$ cat config.mk
export PLATFORM = sky130hd
export DESIGN_NAME = clint_timer_flat
export DESIGN_NICKNAME = d
export VERILOG_FILES = /design/src/rtl/clint_timer_if.sv /design/src/rtl/clint_timer.sv /design/src/flat_wrapper.sv
export SDC_FILE = /design/constraint.sdc
export NUM_CORES = 1
export LEC_CHECK = 0
export CAP_MARGIN = 20
export CORE_UTILIZATION = 31
export DETAILED_ROUTE_END_ITERATION = 7
export DONT_BUFFER_PORTS = 1
export GPL_TIMING_DRIVEN = 0
export SLEW_MARGIN = 5
export SYNTH_ARGS = -nofsm -noshare
export SYNTH_HDL_FRONTEND = slang
export SYNTH_SLANG_ARGS = --single-unit
$ cat constraint.sdc
create_clock -name clk -period 5.3 [get_ports clk]
set_input_delay 0.265 -clock clk [delete_from_list [all_inputs] [get_ports clk]]
set_output_delay 0.265 -clock clk [all_outputs]
set_load 0.01 [all_outputs]
$ cat src/rtl/clint_timer_if.sv
// MMIO strobe bus between the address mapper and the CLINT: word-offset address,
// write data and a one-cycle write strobe, with read data returned combinationally.
interface clint_timer_if;
    logic [15:0] a;
    logic [31:0] d;
    logic        we;
    logic [31:0] spo;

    modport master (output a, output d, output we, input spo);
    modport slave  (input a, input d, input we, output spo);
endinterface

$ cat src/rtl/clint_timer.sv
// Core-local interruptor: prescaled 64-bit mtime, mtimecmp and msip in the RISC-V CLINT layout.
// Optional feature macro: CLINT_MTIME_WR_EN makes mtime lo/hi writable.
module clint_timer #(
    parameter int unsigned DIV     = 50,
    parameter logic [63:0] CMP_RST = 64'hffff_ffff_ffff_ffff
) (
    input  logic          clk,
    input  logic          rst,
    clint_timer_if.slave  bus,
    output logic          irq_timer,
    output logic          irq_soft
);
    localparam int unsigned PSC_W = (DIV > 1) ? $clog2(DIV) : 1;
    localparam int unsigned WA_W  = 14;

    localparam logic [WA_W-1:0] WA_MSIP    = 14'h0000;
    localparam logic [WA_W-1:0] WA_CMP_LO  = 14'h1000;
    localparam logic [WA_W-1:0] WA_CMP_HI  = 14'h1001;
    localparam logic [WA_W-1:0] WA_TIME_LO = 14'h2ffe;
    localparam logic [WA_W-1:0] WA_TIME_HI = 14'h2fff;

    logic [PSC_W-1:0] psc;
    logic [63:0]      mtime;
    logic [63:0]      mtimecmp;
    logic             msip;

    logic [WA_W-1:0]  wa_c;
    logic             tick_c;
    logic [PSC_W-1:0] psc_nxt_c;
    logic [63:0]      mtime_nxt_c;
    logic [63:0]      mtimecmp_nxt_c;
    logic             msip_nxt_c;
    logic             unused_addr_lsb;

    assign wa_c            = bus.a[15:2];
    assign unused_addr_lsb = ^bus.a[1:0];
    assign tick_c          = (psc == PSC_W'(DIV - 1));
    assign irq_soft        = msip;

    // Next-state for counters and writable registers.
    always_comb begin
        psc_nxt_c      = tick_c ? '0 : psc + PSC_W'(1);
        mtime_nxt_c    = tick_c ? mtime + 64'd1 : mtime;
        mtimecmp_nxt_c = mtimecmp;
        msip_nxt_c     = msip;
        if (bus.we) begin
            case (wa_c)
                WA_MSIP:   msip_nxt_c            = bus.d[0];
                WA_CMP_LO: mtimecmp_nxt_c[31:0]  = bus.d;
                WA_CMP_HI: mtimecmp_nxt_c[63:32] = bus.d;
`ifdef CLINT_MTIME_WR_EN
                // On a tick collision the untouched half keeps its pre-tick value.
                WA_TIME_LO: mtime_nxt_c = {mtime[63:32], bus.d};
                WA_TIME_HI: mtime_nxt_c = {bus.d, mtime[31:0]};
`endif
                default: ;
            endcase
        end
    end

    always_ff @(posedge clk) begin
        if (rst) begin
            psc       <= '0;
            mtime     <= '0;
            mtimecmp  <= CMP_RST;
            msip      <= 1'b0;
            irq_timer <= 1'b0;
        end else begin
            psc       <= psc_nxt_c;
            mtime     <= mtime_nxt_c;
            mtimecmp  <= mtimecmp_nxt_c;
            msip      <= msip_nxt_c;
            irq_timer <= (mtime >= mtimecmp);
        end
    end

    // Side-effect-free combinational read port.
    always_comb begin
        bus.spo = '0;
        case (wa_c)
            WA_MSIP:    bus.spo = {31'd0, msip};
            WA_CMP_LO:  bus.spo = mtimecmp[31:0];
            WA_CMP_HI:  bus.spo = mtimecmp[63:32];
            WA_TIME_LO: bus.spo = mtime[31:0];
            WA_TIME_HI: bus.spo = mtime[63:32];
            default:    bus.spo = '0;
        endcase
    end
endmodule
$ cat src/flat_wrapper.sv
// flat-port wrapper written by rule: the top's interface ports become plain ports
module clint_timer_flat 
#(
    parameter int unsigned DIV     = 50,
    parameter logic [63:0] CMP_RST = 64'hffff_ffff_ffff_ffff
)
  (clk, rst, irq_timer, irq_soft, bus_a, bus_d, bus_we, bus_spo);
  clint_timer_if bus_i ();
  input  logic clk;
  input  logic rst;
  output logic irq_timer;
  output logic irq_soft;
  input wire logic [$bits(bus_i.a)-1:0] bus_a;
  input wire logic [$bits(bus_i.d)-1:0] bus_d;
  input wire logic [$bits(bus_i.we)-1:0] bus_we;
  output wire logic [$bits(bus_i.spo)-1:0] bus_spo;
  assign bus_i.a = bus_a;
  assign bus_i.d = bus_d;
  assign bus_i.we = bus_we;
  assign bus_spo = bus_i.spo;
  clint_timer #(.DIV(DIV), .CMP_RST(CMP_RST)) u_core (.clk(clk), .rst(rst), .bus(bus_i), .irq_timer(irq_timer), .irq_soft(irq_soft));
endmodule
==> results.json <==
{
  "cts_root_buf": "clkbuf_16",
  "routed_wl_mm": 25.4,
  "cp_cell_sequence": "ha_1 > nand4_1 > nor4_1 > nand3_1 > o32ai_1 > a211oi_1 > o31ai_1",
  "final_nets": 1134,
  "yosys_most_used_dff": "dfxtp_1",
  "cts-buffers-inserted": 17,
  "finalCoreUtilization_pct": 37.2,
  "gp_congestion": 0.862,
  "start_util_pct": 31.8,
  "final_common_cell": "dfxtp_1",
  "die_h_um": 163,
  "yosys.cell_types.count": 50,
  "status": "complete, no violations",
  "layout_common_cells": "dfxtp_1 (136), nand2_1 (109), nor2_1 (109), inv_1 (69), ha_1 (67)",
  "slowest_delay_ns": 0.69,
  "syn_area_um2": 8080,
  "grt_pass1_wl_mm": 39.3,
  "start_kind": "flip-flop",
  "hold_violations": 0,
  "dpl_cell_area_um2": 8500,
  "htree_levels": 4,
  "cp-end-kind": "flip-flop",
  "synth.largest_area_cell": "dfxtp_1",
  "area_growth_pct": 16.9,
  "synth_warnings": 0,
  "synth_edf_count": 0,
  "synth.area.top_cells": "dfxtp_1 (34%), ha_1 (10%), mux2i_1 (8.0%), xor2_1 (5.4%), nand2_1 (5.1%)",
  "clk_pin_slew_worst_paths_ns": 0.06,
  "hold_slack_ns": 0.0312,
  "fp.dieW_um": 163,
  "ios": 85,
  "overflow": 0,
  "grt_max_degree": 17,
  "syn_inst": 963,
  "seq_area_frac_synth_pct": 33.7,
  "final_max_slew_viol_count": 0,
  "design_area_um2": 9450,
  "holdPathStages": 3,
  "min_period_ns": 2.93,
  "dr.pass1.iters": 5,
  "post_drt_via_cell_ratio": 5.21,
  "dp_hpwl_mm": 18.9,
  "hp-class": "in -> reg",
  "drv_cap": 0,
  "drc": 0,
  "grt_pass1_vias": 6830,
  "fin_crit_sh_pct": 55.4,
  "cts.sinks": 136,
  "fin_worst_skew_ns": 0.00784,
  "grt_antenna_before_repair": 1,
  "worst_path_max_delay_cell": "nor4_1",
  "drtAntennaViolNets": 0,
  "wl_per_cell_um": 18.6,
  "place_ws_ns": 2.44,
  "p_per_area_nw_per_um2": 251,
  "crit_type": "reg -> reg",
  "layout-drive-gt1-share_pct": 5.83,
  "synth.avg_cell_area_um2": 8.39,
  "clock_latency_ns": 0.43,
  "setup_viol": 0,
  "gr-usage-all-layers_pct": 19.5,
  "postCtsResizedCells": 0,
  "rows": 58,
  "core_area_um2": 25400,
  "vdd_drop_max_mv": 0.212,
  "worst-path-max-fanout": 7,
  "reg2reg_depth": 7,
  "cts.path.max_buffers": 2,
  "rsz0062_at_grt": "no",
  "crit_arrival_ns": 3.21,
  "p_leak_nw": 4.55,
  "crit_required_ns": 5.58,
  "post_cts_buffers": 0,
  "cts_tree": "yes",
  "fin_tns_setup_ns": 0,
  "synth_top_area_share_pct": 33.7,
  "vias": 7089,
  "cts_hold_buf": 33,
  "fmaxAchievable_mhz": 341,
  "drt_iter0_drc": 500,
  "io_buffers": 0,
  "fin_ws_ns": 2.37,
  "worst_pin_slew_ns": 1.20,
  "die_area_um2": 26700,
  "synthArstFlopShare_pct": 0,
  "slew_headroom_pct": 20.0,
  "synth_nets": 1081,
  "synth_seq_cells": 136
}
-- path summary, 6_finish.rpt --
path / startpoint / endpoint / slack [ns]
setup / recovery: u_core.mtime[29]$_SDFFE_PP0P_ / u_core.irq_timer$_SDFF_PP0_ / 2.37
hold / removal: bus_we / u_core.irq_soft$_SDFFE_PP0P_ / 0.03
setup reg to reg: u_core.mtime[29]$_SDFFE_PP0P_ / u_core.irq_timer$_SDFF_PP0_ / 2.37
hold reg to reg: u_core.psc[0]$_SDFF_PP0_ / u_core.psc[0]$_SDFF_PP0_ / 0.47
-- layout make-up --
class | instances | area [um2]
Clock inverter | 9 | 148
Timing Repair Buffer | 34 | 342
Multi-Input combinational cell | 704 | 4860
Fill cell | 2634 | 16000
Inverter | 69 | 259
Sequential cell | 136 | 2720
Buffer | 54 | 245
Clock buffer | 23 | 458
Antenna cell | 1 | 2.50
Tap cell | 330 | 413
-- flip-flops by register name (all words and copies together) (netlist names) --
register          flops
u_core.irq_soft       1
u_core.psc            6
u_core.irq_timer      1
u_core.mtime         64
u_core.mtimecmp      64
-- synth_stat cells (4+ instances only) --
cell type  instances
a211oi_1           4
nand3b_1          32
ha_1              67
o22ai_1           31
xnor2_1           11
nor3_1             6
buf_1              5
a21o_1             4
a211o_1           32
nand4_1           34
buf_4              8
buf_2             10
and2_1             7
mux2i_1           65
nand3_1           31
o21ai_0           16
and4_1             8
inv_1             69
nor4_1             5
dfxtp_1          136
clkbuf_1          31
and3_1            13
nor2_1           109
xor2_1            50
a21oi_1           31
nand2_1          109
or3_1              6
-- per-stage QoR --
stage / cells / power, mW
floorplan: 963 / 1.09
global placement: 1293 / 1.11
detailed placement: 1293 / 1.11
CTS: 1358 / 2.38
global route: 1360 / 2.44
finish: 1360 / 2.38
-- critical path: cells and delay by family, from the launching register on --
kind | cells | cell delay [ns]
AO/OA/AOI/OAI | 3 | 0.96
flip-flops | 1 | 0.39
AND/OR/NAND/NOR | 3 | 1.11
adder cells (fa/ha/maj) | 1 | 0.33
-- power by group --
| group | switching, mW | total (mW) | internal, mW |
|---|---|---|---|
| Sequential | 0.00188 | 1.03 | 1.02 |
| Combinational | 0.0515 | 0.0901 | 0.0385 |
| Clock | 0.462 | 1.26 | 0.797 |
-- metal layers --
| layer | vias up | track usage (%) | routed length, um |
|---|---|---|---|
| met5 | - | 0 | 0 |
| met4 | 0 | 5.85 | 573 |
| met3 | 32 | 4.77 | 1850 |
| met2 | 233 | 31.3 | 11500 |
| met1 | 3352 | 25.7 | 11500 |
| li1 | 3472 | - | - |
-- logic make-up after synthesis --
kind of cell | Yosys count | synth area share (%)
mux | 65 | 8.05
simple gates | 381 | 24.3
buf+inv | 123 | 6.24
compound gates | 130 | 10.8
flops | 136 | 33.7
fa+ha+maj | 67 | 10.4
xor+xnor | 61 | 6.61
Note: power is estimated with default switching activity, not from simulation.
